**config.mk**
```make
export PLATFORM = sky130hd
export DESIGN_NAME = lcd_text_refresh
export DESIGN_NICKNAME = d
export VERILOG_FILES = /design/src/rtl/lcd_pkg.sv /design/src/rtl/lcd_strobe_timer.sv /design/src/rtl/lcd_text_refresh.sv
export SDC_FILE = /design/constraint.sdc
export NUM_CORES = 1
export LEC_CHECK = 0
export ABC_AREA = 1
export ABC_CLOCK_PERIOD_IN_PS = 3060
export CORE_ASPECT_RATIO = 1.1
export CORE_MARGIN = 1.5
export CORE_UTILIZATION = 25
export DETAILED_ROUTE_END_ITERATION = 8
export PLACE_DENSITY = 0.46
export SLEW_MARGIN = 20
export SYNTH_ARGS = -nofsm -noshare
export SYNTH_HDL_FRONTEND = slang
export SYNTH_SLANG_ARGS = --single-unit
```
**constraint.sdc**
```tcl
create_clock -name clk -period 3.06 [get_ports clk]
set_input_delay 0.918 -clock clk [delete_from_list [all_inputs] [get_ports clk]]
set_output_delay 0.918 -clock clk [all_outputs]
set_load 0.005 [all_outputs]
```
**src/rtl/lcd_pkg.sv**
```systemverilog
// Shared types and constants for the HD44780 text refresh engine.
// The optional clear-before-refresh feature is selected by LCD_REFRESH_CLEAR_EN.
package lcd_pkg;

  typedef enum logic [2:0] {
    ST_IDLE,
    ST_CMD,
    ST_FETCH,
    ST_CAPTURE,
    ST_CHAR,
    ST_EN_HI,
    ST_WAIT
  } state_e;

  localparam logic [7:0] LCD_CMD_CLEAR = 8'h01;
  localparam logic [7:0] LCD_CMD_LINE0 = 8'h80;
  localparam logic [7:0] LCD_CMD_LINE1 = 8'hC0;

  // Wide enough for the 1.64 ms clear wait at 50 MHz.
  localparam int WAIT_CNT_W = 17;

  function automatic logic [7:0] char_byte(input logic [31:0] word, input logic [1:0] idx);
    logic [7:0] b;
    case (idx)
      2'd0:    b = word[7:0];
      2'd1:    b = word[15:8];
      2'd2:    b = word[23:16];
      default: b = word[31:24];
    endcase
    return b;
  endfunction

endpackage

```
**src/rtl/lcd_strobe_timer.sv**
```systemverilog
// Down-counter timing the enable-high and post-write wait phases.
// Loading N-1 on entry makes the phase last N cycles; expire is high while the count is zero.
module lcd_strobe_timer
  import lcd_pkg::*;
(
  input  logic                  clk,
  input  logic                  rst_n,
  input  logic                  load,
  input  logic [WAIT_CNT_W-1:0] load_val,
  output logic                  expire
);

  logic [WAIT_CNT_W-1:0] cnt_q, cnt_d;

  always_comb begin
    cnt_d = cnt_q;
    if (load) begin
      cnt_d = load_val;
    end else if (cnt_q != '0) begin
      cnt_d = cnt_q - 1'b1;
    end
  end

  always_ff @(posedge clk or negedge rst_n) begin
    if (!rst_n) begin
      cnt_q <= '0;
    end else begin
      cnt_q <= cnt_d;
    end
  end

  assign expire = (cnt_q == '0);

endmodule

```
**src/rtl/lcd_text_refresh.sv**
```systemverilog
// Copies an 8-word (32-character) text buffer from on-chip memory to a 2x16 HD44780 LCD.
// Define LCD_REFRESH_CLEAR_EN to send a display-clear command before each refresh.
module lcd_text_refresh
  import lcd_pkg::*;
#(
  parameter logic [10:0] BASE_ADDR      = 11'd0,
  parameter int          EN_PULSE_CYC   = 12,
  parameter int          CHAR_WAIT_CYC  = 2500,
  parameter int          CLEAR_WAIT_CYC = 82000
) (
  input  logic        clk,
  input  logic        reset_n,
  input  logic        start,
  output logic        busy,
  output logic        done,
  output logic [10:0] mem_address,
  output logic        mem_chipselect,
  output logic        mem_clken,
  output logic        mem_write,
  output logic [3:0]  mem_byteenable,
  input  logic [31:0] mem_readdata,
  output logic [7:0]  lcd_data,
  output logic        lcd_rs,
  output logic        lcd_rw,
  output logic        lcd_en
);

`ifdef LCD_REFRESH_CLEAR_EN
  localparam logic CLEAR_EN = 1'b1;
`else
  localparam logic CLEAR_EN = 1'b0;
`endif

  localparam logic [WAIT_CNT_W-1:0] EN_LOAD    = WAIT_CNT_W'(EN_PULSE_CYC - 1);
  localparam logic [WAIT_CNT_W-1:0] CHAR_LOAD  = WAIT_CNT_W'(CHAR_WAIT_CYC - 1);
  localparam logic [WAIT_CNT_W-1:0] CLEAR_LOAD = WAIT_CNT_W'(CLEAR_WAIT_CYC - 1);

  state_e      state_q, state_d;
  logic        line_q, line_d;
  logic [2:0]  word_q, word_d;
  logic [1:0]  byte_q, byte_d;
  logic [31:0] char_q, char_d;
  logic [7:0]  data_q, data_d;
  logic        rs_q, rs_d;
  logic        en_q, en_d;
  logic        clr_q, clr_d;

  logic                  tmr_load;
  logic [WAIT_CNT_W-1:0] tmr_val;
  logic                  tmr_expire;

  lcd_strobe_timer u_timer (
    .clk      (clk),
    .rst_n    (reset_n),
    .load     (tmr_load),
    .load_val (tmr_val),
    .expire   (tmr_expire)
  );

  always_comb begin
    state_d  = state_q;
    line_d   = line_q;
    word_d   = word_q;
    byte_d   = byte_q;
    char_d   = char_q;
    data_d   = data_q;
    rs_d     = rs_q;
    clr_d    = clr_q;
    tmr_load = 1'b0;
    tmr_val  = EN_LOAD;
    done     = 1'b0;

    case (state_q)
      ST_IDLE: begin
        if (start) begin
          line_d  = 1'b0;
          word_d  = 3'd0;
          byte_d  = 2'd0;
          clr_d   = CLEAR_EN;
          state_d = ST_CMD;
        end
      end
      ST_CMD: begin
        rs_d     = 1'b0;
        data_d   = clr_q ? LCD_CMD_CLEAR : (line_q ? LCD_CMD_LINE1 : LCD_CMD_LINE0);
        tmr_load = 1'b1;
        state_d  = ST_EN_HI;
      end
      ST_FETCH: state_d = ST_CAPTURE;
      ST_CAPTURE: begin
        char_d  = mem_readdata;
        state_d = ST_CHAR;
      end
      ST_CHAR: begin
        rs_d     = 1'b1;
        data_d   = char_byte(char_q, byte_q);
        tmr_load = 1'b1;
        state_d  = ST_EN_HI;
      end
      ST_EN_HI: begin
        if (tmr_expire) begin
          tmr_load = 1'b1;
          tmr_val  = clr_q ? CLEAR_LOAD : CHAR_LOAD;
          state_d  = ST_WAIT;
        end
      end
      ST_WAIT: begin
        if (tmr_expire) begin
          // rs still holds the type of the write that just finished.
          if (!rs_q) begin
            if (clr_q) begin
              clr_d   = 1'b0;
              state_d = ST_CMD;
            end else begin
              state_d = ST_FETCH;
            end
          end else if (byte_q != 2'd3) begin
            byte_d  = byte_q + 2'd1;
            state_d = ST_CHAR;
          end else if (word_q == 3'd3) begin
            line_d  = 1'b1;
            word_d  = 3'd4;
            byte_d  = 2'd0;
            state_d = ST_CMD;
          end else if (word_q == 3'd7) begin
            done    = 1'b1;
            line_d  = 1'b0;
            word_d  = 3'd0;
            byte_d  = 2'd0;
            state_d = ST_IDLE;
          end else begin
            word_d  = word_q + 3'd1;
            byte_d  = 2'd0;
            state_d = ST_FETCH;
          end
        end
      end
      default: state_d = ST_IDLE;
    endcase
  end

  // Registering the strobe delays its rise one cycle behind the data/rs update.
  always_comb begin
    en_d = (state_q == ST_EN_HI);
  end

  always_ff @(posedge clk or negedge reset_n) begin
    if (!reset_n) begin
      state_q <= ST_IDLE;
      line_q  <= 1'b0;
      word_q  <= 3'd0;
      byte_q  <= 2'd0;
      char_q  <= 32'd0;
      data_q  <= 8'd0;
      rs_q    <= 1'b0;
      en_q    <= 1'b0;
      clr_q   <= 1'b0;
    end else begin
      state_q <= state_d;
      line_q  <= line_d;
      word_q  <= word_d;
      byte_q  <= byte_d;
      char_q  <= char_d;
      data_q  <= data_d;
      rs_q    <= rs_d;
      en_q    <= en_d;
      clr_q   <= clr_d;
    end
  end

  assign busy           = (state_q != ST_IDLE);
  assign mem_address    = BASE_ADDR + {8'd0, word_q};
  assign mem_chipselect = (state_q == ST_FETCH);
  assign mem_clken      = (state_q == ST_FETCH);
  assign mem_write      = 1'b0;
  assign mem_byteenable = 4'hF;
  assign lcd_data       = data_q;
  assign lcd_rs         = rs_q;
  assign lcd_rw         = 1'b0;
  assign lcd_en         = en_q;

endmodule
```
==> run summary, run 1 <==
first-pass GRT wire length = 14.1 mm
crit share post-route = 89.3%
PD cells = 972 mW/mm^2
leakage = 2.16 nW
Initial Utilization = 25.9%
Yosys cell types = 34
Worst R2R End = u_timer.cnt_q[2]
initial antenna violation count = 0
Antenna Nets Post-Route = 0
Sw Pwr = 0.00169 W
Comb power frac = 40.6%
Hold Path Stages = 2
share of post-route cells with drive strength above 1 = 13.8%
Slew Limit Fails = 0
MaxCap Viol Count = 0
Yosys reg bits = 68
Clk pin slew, worst setup/hold paths = 60 ps
Sequential Power Share = 34.1%
number of iterations in the first detailed-routing pass = 4
CP Max Fanout = 4
final hold slack = 482 ps
clock root buffer = clkbuf_16
row cnt = 45
Post-Syn Area = 0.00360 mm^2
met3 wire len = 285 um
core area = 0.0139 mm^2
gr ovfl total = 0
post-CTS setup buffer count = 0
vias per cell = 4.26
clock sink count = 68
Fin Setup TNS = 0 ps
maximum number of pins on one net before global-route repair = 69
prevailing post-synth register cell = dfrtp_1
per-cell routed wire length = 12.9 um
Critical Path AT = 1810 ps
dpl hpwl = 6.17 mm
Syn Area/Cell = 8.84 um^2
skew final = 7.87 ps
EDFF count, synth = 0
Top Layer Used = met4
# IOs = 66
RR Startpoint = state_q[1]
Max Buffers Root-to-Sink = 2
P_int = 0.00277 W
CP required = 2140 ps
Die ar. = 0.0151 mm^2
CP Class = flop to output port
area delta synth->final = 27.5%
H-tree levels = 3
Die W = 117 um
Critical Path End Type = output port
maximum resistive drop on vdd = 0.378 mV
die span in y = 129 um
Port Buffers = 51
number of diodes = 0
WL final = 8.42 mm
Finish-stage setup viols = 0
Syn. warnings = 0
first-iteration detailed-routing DRC count = 121
vias in the first global route = 2,785
Final GP Congestion = 0.817
sw frac = 37.9%
CTS tree = built
met2 WL = 3.98 mm
fin crit period = 2730 ps
status = completed
r2r setup slk = 1280 ps
hold crit path type = flop to flop
clock share of power = 25.3%
GRT Util Overall = 11.6%
drt drc = 0
RSZ-0062 raised after global routing = no
Post-Syn Instances = 407
hold_sp = line_q
Final nets = 505
Hold Path End = line_q
Max Fclk = 366 MHz
met1 WL = 4.10 mm
fraction of registers with async set/reset = 100%
type of origin of the critical path = flop
worst reg2reg path depth = 8
Vias = 2,781
CTS buffer count = 9
sequential share of the synthesized area = 47.3%
Hold Fails Final Rpt = 0
clk_lat worst skew = 330 ps
-- synthesized netlist by cell type, types with 5 or more instances --
library cell | count | area share [%]
dfrtp_1 | 68 | 47
o21ai_0 | 5 | 0.70
mux2_2 | 24 | 7.5
buf_4 | 16 | 3.3
a21oi_1 | 26 | 3.6
ha_1 | 10 | 3.5
nor2_1 | 47 | 4.9
nand2_1 | 86 | 9.0
o211ai_1 | 10 | 2.1
inv_1 | 38 | 4.0
nand4_1 | 6 | 1.0
nand3_1 | 15 | 2.1
nor3_1 | 7 | 0.97
xor2_1 | 10 | 2.4
-- critical path, cell delays in order, from the launching register on --
cell and delay, ps:
dfrtp_1 380, inv_1 110, ha_1 180, nand2_1 90, nor4_1 220, nand2_1 110, nor3_1 140, dlygate4sd2_1 260
-- worst max-delay path by stage --
stage | from | to | slack, ps | cells past startpoint
6_report | u_timer.cnt_q[1] | done | 330 | 7
5_1_grt | u_timer.cnt_q[1] | done | 70 | 7
4_1_cts | u_timer.cnt_q[1] | done | 280 | 7
3_5_place_dp | u_timer.cnt_q[0] | done | 330 | 7
3_3_place_gp | u_timer.cnt_q[0] | done | 360 | 7
2_1_floorplan | u_timer.cnt_q[0] | done | 990 | 6
-- flip-flops by register name, summed over array words and instances, names as in the netlist --
| name | flops |
|---|---|
| char_q | 32 |
| line_q | 1 |
| byte_q | 2 |
| lcd_rs | 1 |
| word_q | 3 |
| u_timer.cnt_q | 17 |
| lcd_data | 8 |
| state_q | 3 |
| lcd_en | 1 |
-- metal layers --
layer | global-route usage (%) | vias to the layer above
met5 | 0 | -
met4 | 3.78 | 0
met3 | 2.84 | 4
met2 | 19.0 | 53
met1 | 15.2 | 1316
li1 | - | 1408
-- cell usage in the layout, fill, tap and decap left out, types with 2 or more instances in the layout --
| master | instances |
|---|---|
| conb_1 | 14 |
| inv_2 | 3 |
| ha_1 | 10 |
| clkinv_4 | 3 |
| nor3_1 | 7 |
| xor2_1 | 10 |
| inv_1 | 37 |
| bufinv_16 | 2 |
| nand4_1 | 6 |
| mux2_2 | 24 |
| o21ai_1 | 3 |
| o211ai_1 | 10 |
| nand3_1 | 14 |
| nand2_1 | 86 |
| nand3_2 | 4 |
| o221ai_1 | 2 |
| clkdlybuf4s50_1 | 49 |
| nor4_1 | 2 |
| o21ai_0 | 5 |
| nor2_2 | 3 |
| dfrtp_1 | 68 |
| clkbuf_16 | 9 |
| a21oi_1 | 26 |
| nor2_1 | 47 |
| buf_4 | 3 |
| nand2_2 | 4 |
-- per-stage QoR --
step	power, W	instance area, um^2	setup slack (ps)	cells	util, %
final	0.00446	4590	329	653	33.0
after global routing	0.00484	4590	73.6	653	33.0
after CTS	0.00452	4590	284	653	33.0
after detailed placement	0.00337	4270	334	637	30.7
after global placement	0.00335	4270	365	637	30.7
after floorplan	0.00281	3640	990	419	-
-- power by group through the flow --
stage               combinational [W]  clock [W]  sequential (W)
floorplan                     0.00134          0         0.00148
global placement              0.00182          0         0.00153
detailed placement            0.00183          0         0.00154
CTS                           0.00184    0.00116         0.00153
global route                  0.00207    0.00120         0.00158
finish                        0.00181    0.00113         0.00152
-- cells by family (layout without fill, tap and decap cells) --
group | after synthesis | after routing | share of synthesized area (%)
AND/OR/NAND/NOR | 179 | 179 | 22.4
flip-flops | 68 | 68 | 47.3
buffers and inverters | 65 | 111 | 8.80
AO/OA/AOI/OAI | 49 | 49 | 7.86
multiplexers | 24 | 24 | 7.51
adder cells (fa/ha/maj) | 10 | 10 | 3.48
XOR/XNOR | 10 | 10 | 2.43
other | 2 | 14 | 0.209
-- timing repair --
action | CTS | global route
gates resized for setup | 2 | 0
setup endpoints to repair | 1 | 0
hold buffers | 0 | 0
-- layout make-up --
cell class                 instances  area, um^2
clock inverter                     7         100
inverter                          40         150
tap                              188         235
fill                            1492        9320
timing repair buffer              55         547
sequential                        68        1700
clock buffer                       9         225
multi-input combinational        286        1630
Power figures use the tool's default switching activity.
==> inputs of run 2 (changes only) <==
Settings changed: CTS_CLUSTER_DIAMETER set to 30.
==> results of run 2 <==
The final DEF is identical to that of run 1; final timing and power are the same.
